--- src/rtl/if_fetch_queue_pkg.sv ---
// Shared constants for the fetch queue: reset PC, exception codes and packed entry-field offsets.
// Offsets are functions of FETCH_WIDTH/ECODE_W so the decode queue can reuse the same layout.
package if_fetch_queue_pkg;

   localparam logic [31:0] PC_RESET = 32'h1c00_0000;

   localparam logic [5:0] ECODE_INT  = 6'h00;
   localparam logic [5:0] ECODE_PIF  = 6'h03;
   localparam logic [5:0] ECODE_ADEF = 6'h08;
   localparam logic [5:0] ECODE_TLBR = 6'h3f;

   typedef enum logic [1:0] {
      CNT_HOLD,
      CNT_INC,
      CNT_DEC
   } cntOp_t;

   // Entry layout, LSB first: pc | pc_next | inst[FW] | mask | excp | ecode
   function automatic int entryOffPc();
      return 0;
   endfunction

   function automatic int entryOffPcNext();
      return 32;
   endfunction

   function automatic int entryOffInst();
      return 64;
   endfunction

   function automatic int entryOffMask(int fw);
      return 64 + 32 * fw;
   endfunction

   function automatic int entryOffExcp(int fw);
      return 64 + 33 * fw;
   endfunction

   function automatic int entryOffEcode(int fw);
      return 65 + 33 * fw;
   endfunction

   function automatic int entryWidth(int fw, int ew);
      return 65 + 33 * fw + ew;
   endfunction

endpackage

--- src/rtl/if_fetch_queue_ram.sv ---
// DEPTH x WIDTH register array with one write port, one asynchronous read port and
// synchronous reset of every slot to RESET_VAL.
module if_fetch_queue_ram #(
   parameter int               DEPTH     = 4,
   parameter int               WIDTH     = 8,
   parameter logic [WIDTH-1:0] RESET_VAL = '0
) (
   input  logic                     clk,
   input  logic                     rst,
   input  logic                     i_wrEn,
   input  logic [$clog2(DEPTH)-1:0] i_wrAddr,
   input  logic [WIDTH-1:0]         i_wrData,
   input  logic [$clog2(DEPTH)-1:0] i_rdAddr,
   output logic [WIDTH-1:0]         o_rdData
);

   logic [WIDTH-1:0] r_mem [DEPTH];

   always_ff @(posedge clk) begin
      if (rst) begin
         for (int i = 0; i < DEPTH; i++) begin
            r_mem[i] <= RESET_VAL;
         end
      end else if (i_wrEn) begin
         r_mem[i_wrAddr] <= i_wrData;
      end
   end

   assign o_rdData = r_mem[i_rdAddr];

endmodule

--- src/rtl/if_fetch_queue.sv ---
// IF1 -> decode decoupling FIFO of fetch groups with flush, exception tag and empty-group squash.
// Define IF_FETCH_QUEUE_BYPASS_EN for a zero-latency path from in_* to out_* when the queue is empty.
module if_fetch_queue
   import if_fetch_queue_pkg::*;
#(
   parameter int DEPTH       = 4,
   parameter int FETCH_WIDTH = 2,
   parameter int ECODE_W     = 6
) (
   input  logic                         clk,
   input  logic                         rst,
   input  logic                         flush,
   input  logic                         in_valid,
   output logic                         in_ready,
   input  logic [31:0]                  in_pc,
   input  logic [31:0]                  in_pc_next,
   input  logic [32*FETCH_WIDTH-1:0]    in_inst,
   input  logic [FETCH_WIDTH-1:0]       in_mask,
   input  logic                         in_excp,
   input  logic [ECODE_W-1:0]           in_ecode,
   output logic                         out_valid,
   input  logic                         out_ready,
   output logic [31:0]                  out_pc,
   output logic [31:0]                  out_pc_next,
   output logic [32*FETCH_WIDTH-1:0]    out_inst,
   output logic [FETCH_WIDTH-1:0]       out_mask,
   output logic                         out_excp,
   output logic [ECODE_W-1:0]           out_ecode,
   output logic [$clog2(DEPTH+1)-1:0]   count
);

   localparam int CW        = $clog2(DEPTH + 1);
   localparam int PW        = $clog2(DEPTH);
   localparam int EW        = entryWidth(FETCH_WIDTH, ECODE_W);
   localparam int OFF_PC    = entryOffPc();
   localparam int OFF_PCN   = entryOffPcNext();
   localparam int OFF_INST  = entryOffInst();
   localparam int OFF_MASK  = entryOffMask(FETCH_WIDTH);
   localparam int OFF_EXCP  = entryOffExcp(FETCH_WIDTH);
   localparam int OFF_ECODE = entryOffEcode(FETCH_WIDTH);

   localparam logic [EW-1:0] SLOT_RESET = {
      {ECODE_W{1'b0}},
      1'b0,
      {FETCH_WIDTH{1'b0}},
      {32*FETCH_WIDTH{1'b0}},
      PC_RESET + 32'(4 * FETCH_WIDTH),
      PC_RESET
   };

   logic [PW-1:0] r_rdPtr;
   logic [PW-1:0] r_wrPtr;
   logic [CW-1:0] r_count;

   logic          w_empty;
   logic          w_full;
   logic          w_squash;
   logic          w_bypass;
   logic          w_store;
   logic          w_popStore;
   cntOp_t        w_cntOp;
   logic [EW-1:0] w_wrData;
   logic [EW-1:0] w_rdData;
   logic          w_headExcp;

   assign w_empty  = (r_count == '0);
   assign w_full   = (r_count == CW'(DEPTH));
   assign w_squash = (in_mask == '0) & ~in_excp;

   assign in_ready = ~w_full & ~flush;

`ifdef IF_FETCH_QUEUE_BYPASS_EN
   assign w_bypass = w_empty & in_valid & ~w_squash & ~flush;
`else
   assign w_bypass = 1'b0;
`endif

   // A bypassed group that is consumed the same cycle never touches storage
   assign w_store    = in_valid & in_ready & ~w_squash & ~(w_bypass & out_ready);
   assign w_popStore = ~w_empty & ~flush & out_ready;

   assign w_wrData = {in_ecode, in_excp, in_mask, in_inst, in_pc_next, in_pc};

   always_comb begin
      w_cntOp = CNT_HOLD;
      if (w_store && !w_popStore) begin
         w_cntOp = CNT_INC;
      end else if (!w_store && w_popStore) begin
         w_cntOp = CNT_DEC;
      end
   end

   // Flush only rewinds control state; slot payloads stay as they were
   always_ff @(posedge clk) begin
      if (rst) begin
         r_rdPtr <= '0;
         r_wrPtr <= '0;
         r_count <= '0;
      end else if (flush) begin
         r_rdPtr <= '0;
         r_wrPtr <= '0;
         r_count <= '0;
      end else begin
         if (w_store) begin
            r_wrPtr <= r_wrPtr + PW'(1);
         end
         if (w_popStore) begin
            r_rdPtr <= r_rdPtr + PW'(1);
         end
         case (w_cntOp)
            CNT_INC: r_count <= r_count + CW'(1);
            CNT_DEC: r_count <= r_count - CW'(1);
            default: r_count <= r_count;
         endcase
      end
   end

   if_fetch_queue_ram #(
      .DEPTH    (DEPTH),
      .WIDTH    (EW),
      .RESET_VAL(SLOT_RESET)
   ) u_ram (
      .clk     (clk),
      .rst     (rst),
      .i_wrEn  (w_store),
      .i_wrAddr(r_wrPtr),
      .i_wrData(w_wrData),
      .i_rdAddr(r_rdPtr),
      .o_rdData(w_rdData)
   );

   assign count      = r_count;
   assign out_valid  = w_bypass | (~w_empty & ~flush);
   assign w_headExcp = w_bypass ? in_excp : w_rdData[OFF_EXCP];

   assign out_pc      = w_bypass ? in_pc      : w_rdData[OFF_PC +: 32];
   assign out_pc_next = w_bypass ? in_pc_next : w_rdData[OFF_PCN +: 32];
   assign out_inst    = w_bypass ? in_inst    : w_rdData[OFF_INST +: 32*FETCH_WIDTH];
   assign out_excp    = w_headExcp;
   assign out_ecode   = w_bypass ? in_ecode   : w_rdData[OFF_ECODE +: ECODE_W];

   // An excepting group presents only slot 0 so decode raises the fault exactly once
   assign out_mask = w_headExcp ? FETCH_WIDTH'(1)
                   : (w_bypass ? in_mask : w_rdData[OFF_MASK +: FETCH_WIDTH]);

endmodule
--- config.mk ---
export PLATFORM = sky130hd
export DESIGN_NAME = if_fetch_queue
export DESIGN_NICKNAME = d
export VERILOG_FILES = /design/src/rtl/if_fetch_queue_pkg.sv /design/src/rtl/if_fetch_queue_ram.sv /design/src/rtl/if_fetch_queue.sv
export SDC_FILE = /design/constraint.sdc
export NUM_CORES = 1
export LEC_CHECK = 0
export ABC_AREA = 1
export BUFFER_PORTS_ARGS = -buffer_cell sky130_fd_sc_hd__buf_2
export CAP_MARGIN = 20
export CORE_MARGIN = 4
export CORE_UTILIZATION = 50
export DETAILED_ROUTE_END_ITERATION = 12
export PLACE_DENSITY = 0.69
export SYNTH_ARGS = -nofsm -noshare
export SYNTH_HDL_FRONTEND = slang
export SYNTH_HIERARCHICAL = 1
export SYNTH_SLANG_ARGS = --single-unit
--- constraint.sdc ---
create_clock -name clk -period 13.8 [get_ports clk]
set_input_delay 1.38 -clock clk [delete_from_list [all_inputs] [get_ports clk]]
set_output_delay 1.38 -clock clk [all_outputs]
set_load 0.01 [all_outputs]
**After elaboration in Yosys (flattened, before gate mapping)**

Memories as Yosys holds them, arrays and structs flattened. A register that Yosys moved wholly into a read port is not among the register bits.
Index checks and enable logic that the tools add are counted.
Widths: inputs -> output; s select.

- Output and inout bits: 142
- Bits of input ports: 142
- Bits in read-only memories: 0
- Memories kept: 1
- Register bits: 7
- Memory bits (writable): 548
- Bits in latches: 0

Memories:

| memory | depth | width | read ports | clocked after Yosys merged registers in | wr ports | line | source |
|---|---|---|---|---|---|---|---|
| u_ram.r_mem | 4 | 137 | 1 | 1 | 4 | if_fetch_queue_ram.sv:17 | `logic [WIDTH-1:0] r_mem [DEPTH];` |

- $lt $le $gt $ge: 0
- Div/mod/pow operators: 0
- $add $sub $neg: 4
- Shift operators: 0
- Equality and inequality tests: 3
- Reductions and logical operators: 9
- Multipliers: 0
- Mux-type cells: 14
- Bitwise logic cells: 11

Operators by type and width:

| kind | number |
|---|---|
| $mux 137 | 1 |
| $reduce_or 137->1 | 1 |
| $mux 2 | 6 |
| $and 1x1->1 | 6 |
| $mux 1 | 6 |
| $pmux 3 s2 | 1 |
| $not 1->1 | 5 |
| $add 2x1->2 const B | 2 |
| $add 3x1->3 const B | 1 |
| $eq 3x3->1 const B | 1 |
| $logic_not 3->1 | 1 |
| $sub 3x1->3 const B | 1 |
| $eq 2x1->1 const B | 1 |
| $eq 2x2->1 const B | 1 |
| $logic_and 1x1->1 | 2 |
| $logic_not 1->1 | 2 |
| $logic_not 2->1 | 1 |
| $reduce_bool 2->1 | 1 |
| $reduce_or 2->1 | 1 |

**Depth between registers and ports, before layout**

- Depth in word-level cells: 11
- Depth in mapped cells: 13

**Hierarchy**

The synthesis kept the hierarchy.

Modules (own cells, without submodules):

| module | times used | area each (µm²) | cells an instance |
|---|---|---|---|
| if_fetch_queue_ram | 1 | 26013.7 | 2921 |
| if_fetch_queue | 1 | 441.7 | 61 |

**Worst setup path before layout**

Ideal clock, no wire load.

- Kind: in2reg
- Start: in flush
- End: mem u_ram/r_mem[2][0] (netlist bit), enable pin
- Stages on the path: 5
- Setup time: 0.822 ns
- Setup slack: 1.621 ns
- Data arrival time: 11.357 ns
- Path through: inv_1 > nand3_4 > nor2_4 > inv_2 > o21ai_0

RTL lines:

| item | line | source |
|---|---|---|
| start: declaration | if_fetch_queue.sv:12 | `input logic flush,` |
| end: declaration | if_fetch_queue_ram.sv:17 |  |

==> impl_metrics.env <==
export IMPL_syn_to_final_growth_pct=14.1
export IMPL_drcViolationCount=0
export IMPL_drt_total_wl_um=67100
export IMPL_placed_area_mm2=0.0283
export IMPL_seq_area_frac_synth_pct=62.7
export IMPL_cts_path_max_buffers=3
export IMPL_nFillCells=4539
export IMPL_drt_first_pass_iters=6
export IMPL_final_cell_mix="709 x nand2_1, 698 x inv_1, 548 x edfxtp_1, 396 x nor2_1, 290 x nand3_1"
export IMPL_synthDistinctLibCells=24
export IMPL_nets=3327
export IMPL_antenna_left=0
export IMPL_syn_num_nets=3126
export IMPL_fin_setup_tns_ps=0
export IMPL_layout_setup_ws_ps=8750
export IMPL_crit_type="flop to output port"
export IMPL_syn_avg_cell_area_um2=8.87
export IMPL_ys_warn_count=6
export IMPL_grt_start_max_net_pins=186
export IMPL_status="completed"
export IMPL_cts_resized=0
export IMPL_multi_input_area_mm2=0.00658
export IMPL_fmax_ghz=0.198
export IMPL_num_rows=84
export IMPL_drive_above_1_share_pct=12.8
export IMPL_core_mm2=0.0524
export IMPL_rsz0062_at_grt="no"
export IMPL_regArea_mm2=0.0166
export IMPL_synth_simple_area_share_pct=24.2
export IMPL_arrival_ps=3670
export IMPL_endpoint_kind="output port"
export IMPL_antenna_found_initial=2
export IMPL_maxSlewHeadroom_pct=25.4
export IMPL_tightest_slew_ps=1120
export IMPL_ys_ff_latch=555
export IMPL_finalCriticalPeriod_ps=5050
export IMPL_muxShareOfSynthArea_pct=0
export IMPL_cts_tree="done"
export IMPL_vias=19700
export IMPL_via_per_inst=5.02
export IMPL_initial_core_util_pct=50.4
export IMPL_die_height_um=238
export IMPL_synth_xor_xnor_area_share_pct=0.0331
export IMPL_cts_htree_levels=2
export IMPL_required_ps=12420
export IMPL_synth_top_family_by_area="simple AND/OR/NAND/NOR gates"
export IMPL_cts_hold_buf=0
export IMPL_clock_latency_ps=610
export IMPL_setup_viol=0
export IMPL_min_path_type="flop to flop"
export IMPL_ir_worst_vdd_v=0.000104
export IMPL_gp_congestion=0.765
export IMPL_place_ws_ps=8910
export IMPL_post_cts_buffers=0
export IMPL_drt_iter0_drc=1594
export IMPL_dp_cells=3810
export IMPL_syn_area_mm2=0.0265
export IMPL_worst_path_max_fanout=90
export IMPL_slew_violations=0
export IMPL_cts_buffers=57
export IMPL_synth_adder_area_share_pct=0.123
export IMPL_synthTopCellsByArea="edfxtp_1 62%, nand2_1 10%, inv_1 9.9%, nor2_1 5.6%, nand3_1 5.5%"
export IMPL_hold_viol=0
export IMPL_start_kind="flop"
export IMPL_grtUsageTotal_pct=23.0
export IMPL_mostFrequentLayoutCell="nand2_1"
export IMPL_yosys_area_top_type_share_pct=62.2
export IMPL_syn_instance_count=2982
export IMPL_synth_compound_area_share_pct=0.241
export IMPL_yosys_area_top_type="edfxtp_1"
export IMPL_numClockSinks=555
export IMPL_finalCritPeriodShare_pct=36.6
export IMPL_die_area_mm2=0.0567
export IMPL_hpwl_um=38500
export IMPL_clk_pin_slew_ps=60
export IMPL_portBuffers=283
export IMPL_chipWidth_um=238
export IMPL_cap_viol_max_count=0
export IMPL_clockRootBuffer="clkbuf_16"
export IMPL_leakagePower_uw=0.0144
export IMPL_routedWlPerCell_um=17.1
export IMPL_fin_skew_ps=11.8
export IMPL_pin_count=284
export IMPL_final_area_mm2=0.0302
export IMPL_overflow=0
export IMPL_p_per_area_mw_per_mm2=124
export IMPL_r2r_setup_slack_ps=10100
export IMPL_final_cells=3916
export IMPL_grt_pass1_vias=19500
export IMPL_grt_pass1_wl_um=104000
export IMPL_final_util_pct=57.6
-- final cells by class --
cell class | instances | area share, %
Tap cell | 688 | 2.85
Sequential cell | 555 | 55.0
Antenna cell | 1 | 0.00829
Multi-Input combinational cell | 1559 | 21.8
Inverter | 705 | 8.81
Clock inverter | 25 | 0.825
Clock buffer | 78 | 5.23
Timing Repair Buffer | 305 | 5.50
-- synthesized netlist by cell type --
master / n
a21oi_1: 6
a21oi_2: 1
buf_1: 12
buf_2: 76
clkbuf_1: 75
dfxtp_1: 7
edfxtp_1: 548
fa_1: 1
ha_1: 1
inv_1: 700
inv_2: 4
inv_4: 1
nand2_1: 712
nand2_2: 4
nand3_1: 290
nand3_2: 3
nand3_4: 1
nor2_1: 396
nor2_2: 4
nor2_4: 3
nor3_1: 130
o21ai_0: 5
or2_2: 1
xor2_1: 1
-- report_power, final --
part           switching [uW]  internal (uW)  total (uW)  leakage, uW
sequential               20.1           1930        1950      0.00563
clock                     624            888        1510     0.000892
combinational             196           79.5         275      0.00788
total                     839           2890        3730       0.0144
-- layer usage --
metal	track usage (%)	routed length, um
met5	0	0
met4	6.81	1880
met3	4.77	5180
met2	39.3	32500
met1	30.1	27600
-- through the flow --
| step | hold slack, ps | total power [uW] |
|---|---|---|
| floorplan | 458 | 2150 |
| global placement | 516 | 2250 |
| detailed placement | 525 | 2260 |
| CTS | 532 | 3770 |
| global route | 561 | 3870 |
| finish | 534 | 3730 |
-- worst paths after layout --
path              cells after the start                               end               startpoint
setup / recovery                      8                       out_mask[0]  r_rdPtr[0]$_SDFFE_PP0P_
hold / removal                        2             count[2]$_SDFFE_PP0P_    count[2]$_SDFFE_PP0P_
setup reg to reg                      4  u_ram/r_mem[2][80]$_SDFFCE_PN0P_  r_wrPtr[0]$_SDFFE_PP0P_
hold reg to reg                       2             count[2]$_SDFFE_PP0P_    count[2]$_SDFFE_PP0P_
-- cells by family after synthesis --
family                   Yosys count
AND/OR/NAND/NOR                 1544
XOR/XNOR                           1
AO/OA/AOI/OAI                     12
flip-flops                       555
adder cells (fa/ha/maj)            2
buffers and inverters            868
-- flip-flops by register name (all words and copies together) (netlist names) --
signal / count
u_ram/r_mem: 548
count: 3
r_rdPtr: 2
r_wrPtr: 2
-- worst max-delay path: stages, from the launching register on --
cell and delay [ps]:
dfxtp_4 330, buf_4 400, inv_8 490, buf_4 840, nand2_1 130, nand3_1 110, nand2_1 150, or2_2 320
buf_2 140
No activity file was read; power rests on OpenSTA's default activity.
